**config.mk**
```make
export PLATFORM = sky130hd
export DESIGN_NAME = section_min_max_detector
export DESIGN_NICKNAME = d
export VERILOG_FILES = /design/src/rtl/section_min_max_detector.sv
export SDC_FILE = /design/constraint.sdc
export NUM_CORES = 1
export LEC_CHECK = 0
export CAP_MARGIN = 30
export CELL_PAD_IN_SITES_DETAIL_PLACEMENT = 2
export CELL_PAD_IN_SITES_GLOBAL_PLACEMENT = 2
export CORE_MARGIN = 2
export CORE_UTILIZATION = 41
export DETAILED_ROUTE_END_ITERATION = 8
export DONT_BUFFER_PORTS = 1
export GPL_ROUTABILITY_DRIVEN = 0
export PLACE_DENSITY_LB_ADDON = 0.05
export SYNTH_ARGS = -nofsm -noshare
export SYNTH_HDL_FRONTEND = slang
export SYNTH_SLANG_ARGS = --single-unit
```
**constraint.sdc**
```tcl
create_clock -name clk -period 5.5 [get_ports clk]
set_clock_uncertainty 0.1 [all_clocks]
set_input_delay 0.55 -clock clk [delete_from_list [all_inputs] [get_ports clk]]
set_output_delay 0.55 -clock clk [all_outputs]
set_load 0.01 [all_outputs]
```
**src/rtl/section_min_max_detector.sv**
```systemverilog
// Splits a signed PCM stream into fixed-length sections and emits each section's
// (min, max) in offset-binary form through a single-entry valid/ready output slot.
module section_min_max_detector #(
    parameter int width          = 16,
    parameter int section_length = 256
) (
    input  logic             clk,
    input  logic             reset,
    input  logic             i_valid,
    output logic             i_ready,
    input  logic [width-1:0] i_value,
    output logic             o_valid,
    input  logic             o_ready,
    output logic [width-1:0] o_min_value,
    output logic [width-1:0] o_max_value
);

    localparam int count_bits = $clog2(section_length);
    localparam logic [count_bits-1:0] LastCount = count_bits'(section_length - 1);

    logic [count_bits-1:0] count_q, count_d;
    logic [width-1:0]      acc_min_q, acc_min_d;
    logic [width-1:0]      acc_max_q, acc_max_d;
    logic [width-1:0]      min_q, min_d;
    logic [width-1:0]      max_q, max_d;
    logic                  valid_q, valid_d;

    logic [width-1:0] u;
    logic             is_last;
    logic             accept;

    // Flipping the sign bit maps two's complement onto an order-preserving unsigned scale.
    assign u       = {~i_value[width-1], i_value[width-2:0]};
    assign is_last = (count_q == LastCount);
    // Only the closing sample needs the slot; earlier samples keep accumulating.
    assign i_ready = !(valid_q && !o_ready && is_last);
    assign accept  = i_valid && i_ready;

    always_comb begin
        count_d   = count_q;
        acc_min_d = acc_min_q;
        acc_max_d = acc_max_q;
        min_d     = min_q;
        max_d     = max_q;
        valid_d   = valid_q;

        if (valid_q && o_ready) begin
            valid_d = 1'b0;
        end

        if (accept) begin
            if (is_last) begin
                // A same-edge drain and reload leaves valid set with the new result.
                min_d   = (u < acc_min_q) ? u : acc_min_q;
                max_d   = (u > acc_max_q) ? u : acc_max_q;
                valid_d = 1'b1;
                count_d = '0;
            end else begin
                count_d = count_q + 1'b1;
                if (count_q == '0) begin
                    acc_min_d = u;
                    acc_max_d = u;
                end else begin
                    acc_min_d = (u < acc_min_q) ? u : acc_min_q;
                    acc_max_d = (u > acc_max_q) ? u : acc_max_q;
                end
            end
        end
    end

    always_ff @(posedge clk) begin
        if (reset) begin
            count_q   <= '0;
            acc_min_q <= '0;
            acc_max_q <= '0;
            min_q     <= '0;
            max_q     <= '0;
            valid_q   <= 1'b0;
        end else begin
            count_q   <= count_d;
            acc_min_q <= acc_min_d;
            acc_max_q <= acc_max_d;
            min_q     <= min_d;
            max_q     <= max_d;
            valid_q   <= valid_d;
        end
    end

    assign o_valid     = valid_q;
    assign o_min_value = min_q;
    assign o_max_value = max_q;

endmodule

```
==> reports/qor.txt <==
die area: 10600 µm²
syn_area_per_cell: 8.27 µm²
cell area after synthesis: 4020 µm²
Setup Fix Bufs, Post-CTS: 0
Hold Path Origin: reset
Fmax: 323 MHz
Mapped Cells: 486
setup TNS: 0 ps
routed wl met2: 6000 µm
PnR worst setup slack: 2400 ps
via count: 3625
Routed WL: 12600 µm
max cap viols: 0
synth unique cells: 45
Longest Clk Path Bufs: 2
Core Region: 9640 µm²
Sink Count: 73
synth-to-layout area growth: 5.20%
number of global-route vias before repair: 3801
post-synthesis register bit count: 73
largest net degree at the start of global routing: 64
WS Path Type: flip-flop to flip-flop
io pins: 54
total power: 1.20 mW
Filler cells: 1134
first-pass GRT wire length: 20200 µm
CP startpoint: acc_max_q[11]
Hold Fails Final Rpt: 0
post-synthesis sequential area ratio: 36.4%
Die Ht: 103 µm
Buffers on Ports: 0
multiplexer share of the synthesized area: 4.27%
CTS tree: done
adder-cell share of the synthesized area: 10.3%
Synth Warn #: 0
worst-skew pair later-pin latency: 360 ps
Primary FF master, synth: dfxtp_1
Reg-to-Reg Start: acc_max_q[11]
layout cells sized above 1: 6.62%
Worst Tran Pin Value: 996 ps
CTS buffer count: 9
Seq. cell area: 1460 µm²
Critical Path RT: 5600 ps
asr flop ratio synth: 0%
max layer used: met4
critical path endpoint category: flip-flop
startpoint types: flip-flop
Simple-Gate Fraction of Synth Area: 18.1%
vias per inst: 6.03
Post-synth EDFFs: 0
# nets final: 516
Rel. slew slack: 33.6%
Crit path arrival time: 3200 ps
WL/cell: 20.9 µm
critical path fanouts, max: 18
post-synthesis compound-gate area fraction: 22.8%
# DRC: 0
multi-input logic area: 2250 µm²
GR Util All Layers: 25.0%
DRT Pass-1 Iters: 5
initial antenna violation count: 0
area leader, netlist: dfxtp_1
GRT overflow: 0
Starting Density: 41.7%
Min Clock Period, post-route: 3100 ps
count leader, synth: dfxtp_1
HPWL Detailed: 8480 µm
number of DRC markers in iteration 0: 88
Post-DRT Antenna Nets: 0
Final Max Slew Viols: 0
num rows: 36
Worst VDD drop: 0.000104 V
combinational family with the most area after synthesis: compound AO/OA/AOI/OAI gates
# resized after CTS: 0
# hold bufs at CTS: 0
met3 wire length: 557 µm
# setup viols final: 0
Die X: 103 µm
commonest cells in the netlist: dfxtp_1, nand2_1, nand3_1
syn nets: 539
Synth Area in XOR/XNOR: 0.218%
Power per Cell Area: 284 nW/µm²
clk root buf: clkbuf_8
Synth area leaders: dfxtp_1, ha_1, nand3_1, a21oi_1, mux2i_1
Antenna diodes: 0
Hold WC Path Type: input port to flip-flop
H-tree depth: 3
final worst path period share: 56.3%
Synth top area share: 36.4%
P_leak: 1.55 nW
met1 WL: 5840 µm
RSZ-0062 raised after global routing: false
outcome: completed
pre-CTS setup slack: 2240 ps
Clock Pin Slew Worst Setup and Hold Paths: 80 ps
## critical path, stage by stage (launching register included)
cell,delay [ps]
dfxtp_1,360
inv_1,60
ha_1,320
nand4_1,190
nor4_4,350
and4_1,750
a21oi_2,440
a21oi_1,290
a311oi_1,80
## metrics by stage
| stage | std cells | util [%] | area [µm²] | hold WS [ps] |
|---|---|---|---|---|
| 6_report | 601 | 43.9 | 4230 | 163 |
| 5_1_grt | 601 | 43.9 | 4230 | 135 |
| 4_1_cts | 601 | 43.9 | 4230 | 140 |
| 3_5_place_dp | 585 | 41.9 | 4040 | 361 |
| 3_3_place_gp | 585 | 41.9 | 4040 | 345 |
| 2_1_floorplan | 486 | - | 4020 | 338 |
## routing by layer
layer / GRT usage (%) / vias to the layer above
met5: 0 / -
met4: 7.79 / 0
met3: 5.69 / 16
met2: 42.5 / 76
met1: 31.4 / 1814
li1: - / 1719
## placed cells by master (no fill, tap or decap), drive strengths merged
cell,count
and3,3
nand2b,4
o21ai,54
a211oi,1
nor2b,4
a221oi,1
a21oi,36
and4,3
buf,4
a31oi,15
mux2,1
inv,34
nor3,18
o21a,2
nand4,5
ha,33
clkinv,3
o31ai,1
or3,2
nor2,13
a21o,3
a21boi,1
xnor2,1
mux2i,16
nand3,38
or4,3
o211ai,16
nand3b,2
nor4,3
dfxtp,73
a31o,1
a311oi,15
and2,1
nand2,42
o2111ai,2
clkbuf,14
## cells by family (layout without fill, tap and decap cells)
| logic type | count (synthesis) | in the layout |
|---|---|---|
| compound gates | 148 | 148 |
| xor+xnor | 1 | 1 |
| fa+ha+maj | 33 | 33 |
| buf+inv | 73 | 55 |
| flops | 73 | 73 |
| mux | 17 | 17 |
| simple gates | 141 | 141 |
## final cells by class
type / instances / area share (%)
well taps: 133 / 3.94
multi-input cells: 340 / 53.1
flip-flops and latches: 73 / 34.6
inverters: 35 / 3.11
repair buffers: 4 / 0.710
clock buffers: 14 / 4.32
clock inverters: 2 / 0.237
## state kept, by name, indices dropped and copies added (netlist names)
register / cells
acc_max_q: 16
acc_min_q: 16
count_q: 8
o_max_value: 16
o_min_value: 16
o_valid: 1
## path summary, 6_finish.rpt
path                                       to  slack [ps]  cells after the start
worst min-delay path             acc_max_q[5]         160                      1
worst max-delay path            acc_max_q[15]        2400                      8
worst max register to register  acc_max_q[15]        2400                      8
worst min register to register   acc_min_q[2]         370                      2
## where the power goes
group | leakage, nW | switching [mW] | internal [mW]
clock network | 0.102 | 0.210 | 0.212
registers | 0.594 | 0.0139 | 0.550
logic | 0.852 | 0.139 | 0.0746
total | 1.55 | 0.363 | 0.837
(Power assumes the default switching activity.)
